--- src/rtl/if_fetch_ctrl_pkg.sv ---
// Fetch-controller configuration macros, state encoding and PC legality helper.
// Shared by if_fetch_ctrl, if_fetch_queue and anything that drives them.
`ifndef IF_FETCH_CTRL_CFG
`define IF_FETCH_CTRL_CFG
`define XLEN 32
`define BOOT_IT_ADDR 32'h0000_1000
`define IT_RAM_DEPTH 32'h0000_0400
`define WRITE_ENABLE 1'b1
`define FETCH_Q_DEPTH 2
`endif

package if_fetch_ctrl_pkg;

  localparam int unsigned XW = `XLEN;

  typedef enum logic [1:0] {
    IF_IDLE = 2'd0,
    IF_RUN  = 2'd1,
    IF_HALT = 2'd2
  } if_state_e;

  localparam logic [XW-1:0] PC_LIMIT =
    XW'(`BOOT_IT_ADDR + `IT_RAM_DEPTH);

  function automatic logic pc_legal(input logic [XW-1:0] a);
    return (a[1:0] == 2'b00) && (a < PC_LIMIT);
  endfunction

endpackage

--- src/rtl/if_fetch_queue.sv ---
// Small synchronous FIFO holding {instruction, pc} entries for decode.
// Flush has priority over push and pop; head is combinational.
module if_fetch_queue
  import if_fetch_ctrl_pkg::*;
#(
  parameter int DEPTH = 2,
  parameter int W     = 64,
  localparam int AW   = $clog2(DEPTH),
  localparam int CW   = AW + 1
) (
  input  logic          clk,
  input  logic          rst_n,
  input  logic          i_push,
  input  logic          i_pop,
  input  logic          i_flush,
  input  logic [W-1:0]  i_din,
  output logic [CW-1:0] o_count,
  output logic [W-1:0]  o_head
);

  localparam logic [CW-1:0] FULL = CW'(DEPTH);

  logic [W-1:0]  r_mem [DEPTH];
  logic [AW-1:0] r_rd;
  logic [AW-1:0] r_wr;
  logic [CW-1:0] r_cnt;

  always_ff @(posedge clk or negedge rst_n) begin
    if (!rst_n) begin
      r_rd  <= '0;
      r_wr  <= '0;
      r_cnt <= '0;
    end else if (i_flush) begin
      r_rd  <= '0;
      r_wr  <= '0;
      r_cnt <= '0;
    end else begin
      if (i_push) r_wr <= r_wr + 1'b1;
      if (i_pop)  r_rd <= r_rd + 1'b1;
      r_cnt <= r_cnt + CW'(i_push) - CW'(i_pop);
    end
  end

  always_ff @(posedge clk) begin
    if (i_push && !i_flush) r_mem[r_wr] <= i_din;
  end

  // The issue rule reserves a slot per request, so this never fires.
  always_ff @(posedge clk) begin
    if (rst_n && i_push && !i_pop && !i_flush)
      assert (r_cnt != FULL);
  end

  assign o_count = r_cnt;
  assign o_head  = r_mem[r_rd];

endmodule

--- src/rtl/if_fetch_ctrl.sv ---
// Instruction-fetch controller: PC advance, IT RAM issue, decode queue.
// Optional IF_FETCH_PERF_EN adds handshake and stall counters.
module if_fetch_ctrl
  import if_fetch_ctrl_pkg::*;
#(
  parameter int QDEPTH  = `FETCH_Q_DEPTH,
  parameter int INST_W  = 32,
  parameter int PC_STEP = 4
) (
  input  logic              clk,
  input  logic              rst,
  input  logic [`XLEN-1:0]  pc_addr,
  output logic              pc_write_flag,
  output logic [`XLEN-1:0]  pc_write_addr,
  output logic              imem_req,
  output logic [`XLEN-1:0]  imem_addr,
  input  logic [INST_W-1:0] imem_rdata,
  input  logic              redirect_en,
  input  logic [`XLEN-1:0]  redirect_addr,
  output logic              id_valid,
  input  logic              id_ready,
  output logic [INST_W-1:0] id_inst,
  output logic [`XLEN-1:0]  id_pc,
  output logic              fetch_fault
`ifdef IF_FETCH_PERF_EN
  ,
  output logic [31:0]       perf_fetch_cnt,
  output logic [31:0]       perf_stall_cnt
`endif
);

  localparam int CW = $clog2(QDEPTH) + 1;
  localparam int OW = CW + 1;
  localparam int EW = INST_W + XW;
  localparam logic [XW-1:0] STEP = XW'(PC_STEP);

  if_state_e       r_state;
  if_state_e       w_next;
  logic            r_epoch;
  logic            r_inflight;
  logic            r_tag;
  logic [XW-1:0]   r_req_pc;

  logic [CW-1:0]   w_cnt;
  logic [EW-1:0]   w_head;
  logic            w_nonempty;
  logic            w_redir;
  logic            w_valid;
  logic            w_pop;
  logic            w_push;
  logic [OW-1:0]   w_occ;
  logic            w_try;
  logic            w_pc_ok;
  logic            w_issue;

  assign w_nonempty = (w_cnt != '0);
  // Redirects are ignored in the post-reset settle cycle.
  assign w_redir    = redirect_en && (r_state != IF_IDLE);
  assign w_valid    = w_nonempty && !redirect_en;
  assign w_pop      = w_valid && id_ready;
  assign w_occ      = OW'(w_cnt) + OW'(r_inflight) - OW'(w_pop);
  assign w_try      = (r_state == IF_RUN) && !redirect_en &&
                      (w_occ < OW'(QDEPTH));
  assign w_pc_ok    = pc_legal(pc_addr);
  assign w_issue    = w_try && w_pc_ok;
  assign w_push     = r_inflight && (r_tag == r_epoch);

  always_comb begin
    w_next = r_state;
    unique case (r_state)
      IF_IDLE: w_next = IF_RUN;
      IF_RUN: begin
        if (redirect_en && !pc_legal(redirect_addr))
          w_next = IF_HALT;
        else if (w_try && !w_pc_ok)
          w_next = IF_HALT;
      end
      IF_HALT: begin
        if (redirect_en && pc_legal(redirect_addr))
          w_next = IF_RUN;
      end
      default: w_next = IF_IDLE;
    endcase
  end

  always_ff @(posedge clk or negedge rst) begin
    if (!rst) begin
      r_state    <= IF_IDLE;
      r_epoch    <= 1'b0;
      r_inflight <= 1'b0;
      r_tag      <= 1'b0;
      r_req_pc   <= '0;
    end else begin
      r_state    <= w_next;
      r_inflight <= w_issue;
      if (w_issue) begin
        r_tag    <= r_epoch;
        r_req_pc <= pc_addr;
      end
      if (w_redir) r_epoch <= ~r_epoch;
    end
  end

  if_fetch_queue #(
    .DEPTH (QDEPTH),
    .W     (EW)
  ) u_queue (
    .clk     (clk),
    .rst_n   (rst),
    .i_push  (w_push),
    .i_pop   (w_pop),
    .i_flush (w_redir),
    .i_din   ({imem_rdata, r_req_pc}),
    .o_count (w_cnt),
    .o_head  (w_head)
  );

  assign pc_write_flag = (w_redir || w_issue) ?
                         `WRITE_ENABLE : !`WRITE_ENABLE;
  assign pc_write_addr = w_redir ? redirect_addr :
                         w_issue ? pc_addr + STEP : '0;
  assign imem_req      = w_issue;
  assign imem_addr     = w_issue ? pc_addr : '0;
  assign id_valid      = w_valid;
  assign id_inst       = w_nonempty ? w_head[EW-1:XW] : '0;
  assign id_pc         = w_nonempty ? w_head[XW-1:0] : '0;
  assign fetch_fault   = (r_state == IF_HALT);

`ifdef IF_FETCH_PERF_EN
  logic [31:0] r_perf_fetch;
  logic [31:0] r_perf_stall;
  logic        w_stall;

  assign w_stall = (r_state == IF_RUN) && !w_valid;

  always_ff @(posedge clk or negedge rst) begin
    if (!rst) begin
      r_perf_fetch <= '0;
      r_perf_stall <= '0;
    end else begin
      if (w_pop && (r_perf_fetch != '1))
        r_perf_fetch <= r_perf_fetch + 32'd1;
      if (w_stall && (r_perf_stall != '1))
        r_perf_stall <= r_perf_stall + 32'd1;
    end
  end

  assign perf_fetch_cnt = r_perf_fetch;
  assign perf_stall_cnt = r_perf_stall;
`endif

endmodule

--- config.mk ---
export PLATFORM = sky130hd
export DESIGN_NAME = if_fetch_ctrl
export DESIGN_NICKNAME = d
export VERILOG_FILES = /design/src/rtl/if_fetch_ctrl_pkg.sv /design/src/rtl/if_fetch_queue.sv /design/src/rtl/if_fetch_ctrl.sv
export SDC_FILE = /design/constraint.sdc
export NUM_CORES = 1
export LEC_CHECK = 0
export ABC_CLOCK_PERIOD_IN_PS = 6000
export BUFFER_PORTS_ARGS = -buffer_cell sky130_fd_sc_hd__buf_4
export CAP_MARGIN = 20
export CORE_ASPECT_RATIO = 1.5
export CORE_MARGIN = 1.5
export CORE_UTILIZATION = 45
export CTS_BUF_LIST = sky130_fd_sc_hd__clkbuf_16
export DETAILED_ROUTE_END_ITERATION = 8
export GPL_TIMING_DRIVEN = 0
export PLACE_DENSITY_LB_ADDON = 0.05
export SLEW_MARGIN = 20
export SYNTH_ARGS = -nofsm -noshare
export SYNTH_HDL_FRONTEND = slang
export SYNTH_SLANG_ARGS = --single-unit
--- constraint.sdc ---
create_clock -name clk -period 6 [get_ports clk]
set_input_delay 0.3 -clock clk [delete_from_list [all_inputs] [get_ports clk]]
set_output_delay 0.3 -clock clk [all_outputs]
set_load 0.03 [all_outputs]
==> results of run 1 <==
[cell families after synthesis]
| family | synth area share |
|---|---|
| and+or+nand+nor | 0.119 |
| adders and majority gates | 0.00806 |
| DFF | 0.682 |
| muxes | 0.109 |
| AOI/OAI and AO/OA | 0.0198 |
| xor gates and xnor gates | 0.0196 |
| buffers and inverters | 0.0426 |
| other | 0.000525 |
[per-layer routing]
layer	track usage	vias to the layer above	wire, um
met3	0.0422	14	926
met2	0.354	202	8380
li1	-	2276	-
met1	0.203	2214	5770
met5	0	-	0
met4	0.0682	0	229
[cells in the final DEF, fill, tap and decap left out, drive strengths merged, types with 2 or more instances in the layout]
master	n
dfrtp	41
xnor2	5
conb	21
nor2	78
and2	34
ha	3
nand3	6
buf	255
o22ai	2
nand2	5
nor3	5
mux2	12
nor3b	2
clkbuf	30
o21ai	5
clkinv	3
nor4	9
clkinvlp	4
inv	11
nand4	3
nor2b	23
bufinv	3
xor2	11
edfxtp	128
mux2i	64
a22o	11
[worst max-delay path, cell delays in order (launching register included)]
cell      delay [ns]
dfrtp_1         0.46
o211ai_1        0.35
and2_1          0.17
o21ai_0         0.10
fa_1            0.40
xor2_1          0.18
nor4b_2         0.29
nor3b_2         0.27
clkbuf_2        0.32
a22o_1          0.22
buf_4           0.17
[per-stage QoR]
stage / hold WS, ns / setup TNS [ns] / util
2_1_floorplan: 0.00441 / 0 / -
3_3_place_gp: 0.330 / -155.99 / 0.582
3_5_place_dp: 0.333 / 0 / 0.592
4_1_cts: 0.0502 / 0 / 0.632
5_1_grt: 0.0472 / 0 / 0.632
6_report: 0.0722 / 0 / 0.632
[worst min-delay path by stage]
stage / start / to / slack, ns / depth (start not counted)
floorplan: rst / r_epoch / 0.004 / 0
global placement: rst / r_req_pc[27] / 0.33 / 1
detailed placement: rst / r_req_pc[24] / 0.33 / 1
CTS: imem_rdata[3] / u_queue.r_mem[1][35] / 0.05 / 1
global route: imem_rdata[25] / u_queue.r_mem[0][57] / 0.05 / 1
finish: imem_rdata[25] / u_queue.r_mem[0][57] / 0.07 / 1
[registers in the layout, summed over array words and instances (netlist names)]
| register | cells |
|---|---|
| r_tag | 1 |
| u_queue.r_rd | 1 |
| r_inflight | 1 |
| r_req_pc | 32 |
| u_queue.r_wr | 1 |
| u_queue.r_mem | 128 |
| r_state | 2 |
| r_epoch | 1 |
| u_queue.o_count | 2 |
[power by group through the flow]
stage               clock network (mW)  registers (mW)  logic [mW]
floorplan                            0            1.28      0.0793
global placement                     0            1.28       0.168
detailed placement                   0            1.28       0.170
CTS                               1.10            1.26       0.172
global route                      1.16            1.26       0.183
finish                            1.08            1.26       0.172
[area by class of cell]
cell class / instances / area [sq um]
fillers: 1207 / 5730
clock inverters: 15 / 175
multi-input cells: 305 / 2060
clock buffers: 17 / 425
plain buffers: 45 / 282
flip-flops and latches: 169 / 4870
inverters: 6 / 22.5
repair buffers: 224 / 1730
well taps: 203 / 254
==> impl_metrics.py, run 1 <==
metrics = {
    "clock_tree": {
        "cts_tree": "yes",
        "root_buffer": "clkbuf_16",
        "ctsHoldBuffers": 1,
        "clock_tree.buffer_depth": 2,
        "postCtsSetupBuffers": 0,
        "cts_max_level": 4,
        "clk-insertion-delay-late_ns": 0.41,
        "cts_resized": 0,
        "clk_pin_slew_ns": 0.06,
        "cts_buffers": 17,
        "cts.sinks": 169,
    },
    "synthesis": {
        "async_flop_share": 0.243,
        "ys.flop_type": "edfxtp_1",
        "syn_inst": 505,
        "synthTopCellsByCount": "128 x edfxtp_1, 78 x nor2_1, 64 x mux2i_1",
        "yosysMostFrequentCell": "edfxtp_1",
        "synth_edf_count": 128,
        "yosysSeqAreaShare": 0.682,
        "synth_top_cell_by_area": "edfxtp_1",
        "syn_area_sq_mm": 0.00714,
        "ys_ff_latch": 169,
        "ys_types": 35,
        "synth.top_cell.area_share": 0.538,
        "ys_warn_count": 0,
        "synthTopCellsByArea": "edfxtp_1 54%, dfrtp_1 14%, mux2i_1 9.0%, nor2_1 4.1%, and2_1 3.0%",
        "syn_avg_cell_area_sq_um": 14.1,
    },
    "floorplanning": {
        "core_sq_mm": 0.0156,
        "die_h_um": 157,
        "die_area_sq_mm": 0.0167,
        "initial_core_util": 0.459,
        "io_pins": 232,
        "row_count": 56,
        "fp.dieW_um": 106,
    },
    "min_path": {
        "min_path_type": "input port to flip-flop",
    },
    "power_and_ir_drop": {
        "switching_share": 0.207,
        "p_int_mw": 1.99,
        "power.total_mw": 2.51,
        "peakVddDrop_mv": 0.153,
        "power_frac_seq": 0.501,
        "power_switching_mw": 0.521,
        "combPwrFrac": 0.068,
        "cellLeakagePower_nw": 4.23,
        "power_density_mw_per_mm2": 256,
        "clkPwrFrac": 0.431,
    },
    "job": {
        "maxCapViolCount": 0,
    },
    "sta": {
        "layout_setup_ws_ns": 2.35,
        "rsz0062_at_grt": "no",
        "hold_violations": 0,
        "worst_pin_slew_ns": 0.748,
        "min_period_over_period": 0.608,
        "fin_crit_ns": 3.65,
        "drv_slew": 0,
        "fmax_mhz": 274,
        "setup_viol": 0,
        "slew_headroom": 0.501,
        "skew_ns": 0.00790,
    },
    "finish": {
        "design_area_sq_mm": 0.00982,
        "area_growth_pct": 37.5,
        "final_layout_size_suffix_gt1_frac": 0.383,
        "n_antenna_cell": 0,
        "finalNonFillerCells": 984,
        "nets": 872,
    },
    "routing": {
        "firstDrtPassIters": 4,
        "via_per_inst": 4.78,
        "wirelength_um": 15300,
        "ant_nets": 0,
        "wire_per_inst_um": 15.6,
        "drc_errors": 0,
        "route.vias.total": 4706,
        "dr.first_iter.drc_count": 204,
    },
    "critical_path": {
        "worstPathArrival_ns": 3.35,
        "cp-end-kind": "primary output",
        "cp_max_fo": 10,
        "cp.required_ns": 5.70,
        "r2r_end": "r_req_pc[11]",
        "rr_worst_depth": 9,
        "reg2reg_from": "u_queue.o_count[1]",
        "regToRegSetupSlack_ns": 3.06,
        "critPathLaunchType": "flip-flop",
        "cp-startpoint": "u_queue.o_count[1]",
        "crit_type": "flip-flop to primary output",
        "crit_end": "pc_write_addr[3]",
    },
    "global_route": {
        "antenna_found_initial": 0,
        "grt_usage": 0.187,
        "grt_start_max_net_pins": 42,
        "grt-ovfl-total": 0,
        "grt_pass1_vias": 4871,
        "grt_pass1_wl_um": 23800,
    },
    "placement": {
        "portBuffers": 210,
        "dpl_worst_slack_ns": 2.74,
        "place_congestion": 0.778,
        "post-dp-hpwl_um": 11400,
        "dp_cells": 951,
        "dpl_cell_area_sq_mm": 0.00921,
    },
    "status": {
        "outcome": "completed",
    },
}
Note: power is estimated with default switching activity, not from simulation.
==> inputs of run 2 (changes only) <==
- ABC_CLOCK_PERIOD_IN_PS: 6000 -> 3600
- clock period: 6 -> 3.6 ns (I/O delays scaled with it)
==> impl_metrics.py, run 2 (synthesis results as in run 1) <==
metrics = {
    "status": {
        "outcome": "completed",
    },
    "routing": {
        "ant_nets": 0,
        "drc_errors": 0,
        "route.vias.total": 4851,
        "wire_per_inst_um": 15.4,
        "firstDrtPassIters": 4,
        "dr.first_iter.drc_count": 205,
        "wirelength_um": 15700,
        "via_per_inst": 4.77,
    },
    "critical_path": {
        "reg2reg_from": "u_queue.o_count[1]",
        "worstPathArrival_ns": 3.19,
        "crit_end": "pc_write_addr[4]",
        "cp_max_fo": 10,
        "r2r_end": "r_req_pc[2]",
        "cp-startpoint": "u_queue.o_count[1]",
        "critPathLaunchType": "flip-flop",
        "crit_type": "flip-flop to primary output",
        "cp.required_ns": 3.42,
        "rr_worst_depth": 10,
        "regToRegSetupSlack_ns": 0.71,
        "cp-end-kind": "primary output",
    },
    "placement": {
        "post-dp-hpwl_um": 11300,
        "dpl_worst_slack_ns": 0.509,
        "portBuffers": 210,
        "dpl_cell_area_sq_mm": 0.00922,
        "place_congestion": 0.781,
    },
    "finish": {
        "mostFrequentLayoutCell": "buf_4",
        "final_layout_size_suffix_gt1_frac": 0.369,
        "filler_cell_count": 1214,
        "largest_reg_flops": 128,
        "regMostFlops": "u_queue.r_mem",
        "final_cell_mix": "236 x buf_4, 128 x edfxtp_1, 78 x nor2_1",
        "design_area_sq_mm": 0.0102,
        "area_growth_pct": 42.5,
        "final_util": 0.654,
        "n_antenna_cell": 0,
        "nets": 904,
        "largestRegisters": "u_queue.r_mem (128), r_req_pc (32)",
    },
    "sta": {
        "fin_crit_ns": 3.37,
        "skew_ns": 0.0102,
        "hold_violations": 0,
        "layout_setup_ws_ns": 0.231,
        "min_period_over_period": 0.936,
        "finalHoldWorstSlack_ns": 0.0307,
        "setup_viol": 0,
        "worst_pin_slew_ns": 0.758,
        "drv_slew": 0,
        "slew_headroom": 0.495,
        "fmax_mhz": 297,
    },
    "floorplanning": {
        "io_pins": 232,
        "initial_core_util": 0.459,
        "fp.dieW_um": 106,
        "core_sq_mm": 0.0156,
        "die_area_sq_mm": 0.0167,
        "row_count": 56,
        "die_h_um": 157,
    },
    "power_and_ir_drop": {
        "power.total_mw": 4.21,
        "peakVddDrop_mv": 0.291,
        "power_density_mw_per_mm2": 413,
        "cellLeakagePower_nw": 4.23,
    },
    "clock_tree": {
        "clock_tree.buffer_depth": 2,
        "clk-insertion-delay-late_ns": 0.42,
        "cts_max_level": 4,
        "cts.sinks": 169,
        "cts_tree": "yes",
        "cts_buffers": 17,
        "root_buffer": "clkbuf_16",
        "clk_pin_slew_ns": 0.07,
    },
    "global_route": {
        "grt_start_max_net_pins": 42,
        "grt_pass1_vias": 4888,
        "grt-ovfl-total": 0,
        "grt_pass1_wl_um": 24200,
        "antenna_found_initial": 0,
        "grt_usage": 0.191,
    },
    "job": {
        "maxCapViolCount": 0,
    },
    "min_path": {
        "min_path_type": "input port to flip-flop",
    },
}
## run 2: cell types whose count changed in the layout (fill, tap and decap cells not counted), sizes merged
cell         before  now
bufinv            3    2
clkbuf           30   31
clkinvlp          4    3
dlygate4sd3       1   33
inv              11   12
## run 2: worst min path at each step
| stage | cells past startpoint | to | slack (ns) | start |
|---|---|---|---|---|
| 2_1_floorplan | 0 | r_epoch | -0.12 | rst |
| 3_3_place_gp | 1 | r_req_pc[24] | 0.21 | rst |
| 3_5_place_dp | 1 | r_req_pc[24] | 0.21 | rst |
| 4_1_cts | 2 | r_req_pc[5] | 0.01 | pc_addr[5] |
| 5_1_grt | 2 | r_req_pc[5] | 0.03 | pc_addr[5] |
| 6_report | 2 | r_req_pc[5] | 0.03 | pc_addr[5] |
## run 2: area by class of cell
class | count | area (sq um) | share of cell area
sequential | 169 | 4870 | 0.478
timing repair buffer | 256 | 2080 | 0.204
multi-input combinational | 305 | 2070 | 0.204
clock buffer | 18 | 450 | 0.0442
buffer | 45 | 288 | 0.0283
tap | 203 | 254 | 0.0250
clock inverter | 14 | 144 | 0.0141
inverter | 6 | 22.5 | 0.00221
## run 2: where the power goes
group	switching, mW	internal [mW]	leakage, nW	total, mW
combinational	0.155	0.158	2.29	0.313
sequential	0.00647	2.09	1.66	2.10
clock	0.732	1.07	0.286	1.80
## run 2: stage by stage
| step | setup TNS, ns | cells |
|---|---|---|
| 5_1_grt | -0.00742 | 1016 |
| 2_1_floorplan | 0 | 525 |
| 3_5_place_dp | 0 | 948 |
| 3_3_place_gp | -37.06 | 938 |
| 4_1_cts | 0 | 1013 |
| 6_report | 0 | 1016 |
## run 2: repair_timing
item	CTS	global route
gates resized for setup	0	5
hold endpoints to repair	105	0
endpoints found under the setup margin	0	24
hold buffers	33	0
buffers inserted	0	3
## run 2: worst max-delay path: stages, from the launching register on
cell and delay [ns]:
dfrtp_2 0.45, o211ai_1 0.27, and2_1 0.16, o21ai_0 0.09, fa_1 0.39, xor2_1 0.18
nor4b_2 0.33, nor3b_4 0.29, clkbuf_4 0.28, a22o_1 0.17, buf_4 0.16
## run 2: per-layer routing
layer	global-route usage	wire length, um	vias to the layer above
li1	-	-	2342
met2	0.354	8340	201
met1	0.215	6200	2297
met4	0.0644	167	0
met5	0	0	-
met3	0.0431	971	11
==> inputs of run 3 (changes only) <==
- SETUP_SLACK_MARGIN: not set -> 0.3
==> impl_metrics.py, run 3 (synthesis results as in run 1) <==
metrics = {
    "status": {
        "outcome": "completed",
    },
    "sta": {
        "fin_setup_tns_ns": 0,
        "layout_setup_ws_ns": 0.401,
        "fin_crit_ns": 3.20,
        "fmax_mhz": 313,
        "drv_slew": 0,
        "min_period_over_period": 0.889,
        "rsz0062_at_grt": "yes",
        "slew_headroom": 0.495,
        "finalHoldWorstSlack_ns": 0.0273,
        "skew_ns": 0.00996,
        "hold_violations": 0,
        "worst_pin_slew_ns": 0.758,
        "setup_viol": 0,
    },
    "routing": {
        "dr.first_iter.drc_count": 197,
        "via_per_inst": 4.79,
        "wirelength_um": 15900,
        "wire_per_inst_um": 15.5,
        "drc_errors": 0,
        "firstDrtPassIters": 5,
        "route.vias.total": 4900,
        "ant_nets": 0,
    },
    "floorplanning": {
        "row_count": 56,
        "io_pins": 232,
        "die_h_um": 157,
        "die_area_sq_mm": 0.0167,
        "core_sq_mm": 0.0156,
        "fp.dieW_um": 106,
        "initial_core_util": 0.459,
    },
    "placement": {
        "dpl_worst_slack_ns": 0.509,
        "post-dp-hpwl_um": 11300,
        "dpl_cell_area_sq_mm": 0.00922,
        "place_congestion": 0.781,
        "dp_cells": 948,
        "portBuffers": 210,
    },
    "global_route": {
        "grt_start_max_net_pins": 42,
        "grt_pass1_vias": 4919,
        "antenna_found_initial": 0,
        "grt_usage": 0.192,
        "grt-ovfl-total": 0,
        "grt_pass1_wl_um": 24300,
    },
    "finish": {
        "final_util": 0.664,
        "finalNonFillerCells": 1022,
        "final_cell_mix": "219 x buf_4, 128 x edfxtp_1, 78 x nor2_1",
        "nets": 910,
        "largest_reg_flops": 128,
        "final_layout_size_suffix_gt1_frac": 0.377,
        "largestRegisters": "u_queue.r_mem (128), r_req_pc (32)",
        "regMostFlops": "u_queue.r_mem",
        "n_antenna_cell": 0,
        "area_growth_pct": 44.5,
        "design_area_sq_mm": 0.0103,
        "mostFrequentLayoutCell": "buf_4",
    },
    "critical_path": {
        "cp_max_fo": 10,
        "reg2reg_from": "u_queue.o_count[1]",
        "rr_worst_depth": 10,
        "cp-end-kind": "primary output",
        "crit_family": "simple AND/OR/NAND/NOR gates",
        "cp-startpoint": "u_queue.o_count[1]",
        "regToRegSetupSlack_ns": 0.78,
        "crit_end": "pc_write_addr[9]",
        "max_stage_delay_ns": 0.41,
        "cp.required_ns": 3.42,
        "critPathLaunchType": "flip-flop",
        "worstPathArrival_ns": 3.02,
        "r2r_end": "r_req_pc[11]",
        "path_common_cell": "buf_6",
        "path_buf_inv": 3,
        "slowest_stage": "dfrtp_2",
        "cp_cell_sequence": "o211ai_1 > and2_1 > o21ai_1 > fa_2 > xor2_1 > nor4b_2 > nor3b_4 > buf_6 > buf_6 > a22o_1 > buf_6",
        "crit_type": "flip-flop to primary output",
        "path_depth": 11,
    },
    "clock_tree": {
        "clk-insertion-delay-late_ns": 0.42,
        "root_buffer": "clkbuf_16",
        "clock_tree.buffer_depth": 2,
        "cts_max_level": 4,
        "cts.sinks": 169,
        "cts_buffers": 17,
        "cts_tree": "yes",
        "clk_pin_slew_ns": 0.07,
    },
    "power_and_ir_drop": {
        "peakVddDrop_mv": 0.291,
        "power_density_mw_per_mm2": 408,
        "power.total_mw": 4.22,
        "cellLeakagePower_nw": 4.29,
    },
    "min_path": {
        "min_path_type": "input port to flip-flop",
    },
    "job": {
        "maxCapViolCount": 0,
    },
}
## run 3: layout make-up
class                      count  area [sq um]
timing repair buffer         262          2210
inverter                       6          22.5
buffer                        45           295
tap                          203           254
fill                        1211          5230
clock buffer                  18           450
clock inverter                14           144
sequential                   169          4870
multi-input combinational    305          2080
## run 3: worst min path at each step
stage	startpoint	end	slack, ns	cells past startpoint
detailed placement	rst	r_req_pc[24]	0.21	1
CTS	pc_addr[5]	r_req_pc[5]	0.01	2
finish	pc_addr[5]	r_req_pc[5]	0.03	2
global route	pc_addr[5]	r_req_pc[5]	0.03	2
global placement	rst	r_req_pc[24]	0.21	1
floorplan	rst	r_epoch	-0.12	0
## run 3: per-layer routing
metal | vias to the layer above | GRT usage | share of wire
met5 | - | 0 | 0
li1 | 2350 | - | -
met4 | 0 | 0.0644 | 0.013
met3 | 22 | 0.0435 | 0.065
met1 | 2310 | 0.216 | 0.39
met2 | 218 | 0.355 | 0.53
## run 3: power by group
part           switching (mW)  total (mW)  internal (mW)
logic                   0.157       0.319          0.163
clock network           0.731        1.80           1.07
registers             0.00647        2.10           2.09
total                   0.894        4.22           3.32
## run 3: repair_timing
action                                  4_1_cts  5_1_grt
endpoints found under the hold margin       105        0
setup buffers                                 6        3
hold buffers                                 33        0
gates resized for setup                       5       28
gates cloned                                  0        0
endpoints found under the setup margin       24       24
pin swaps                                     2        5
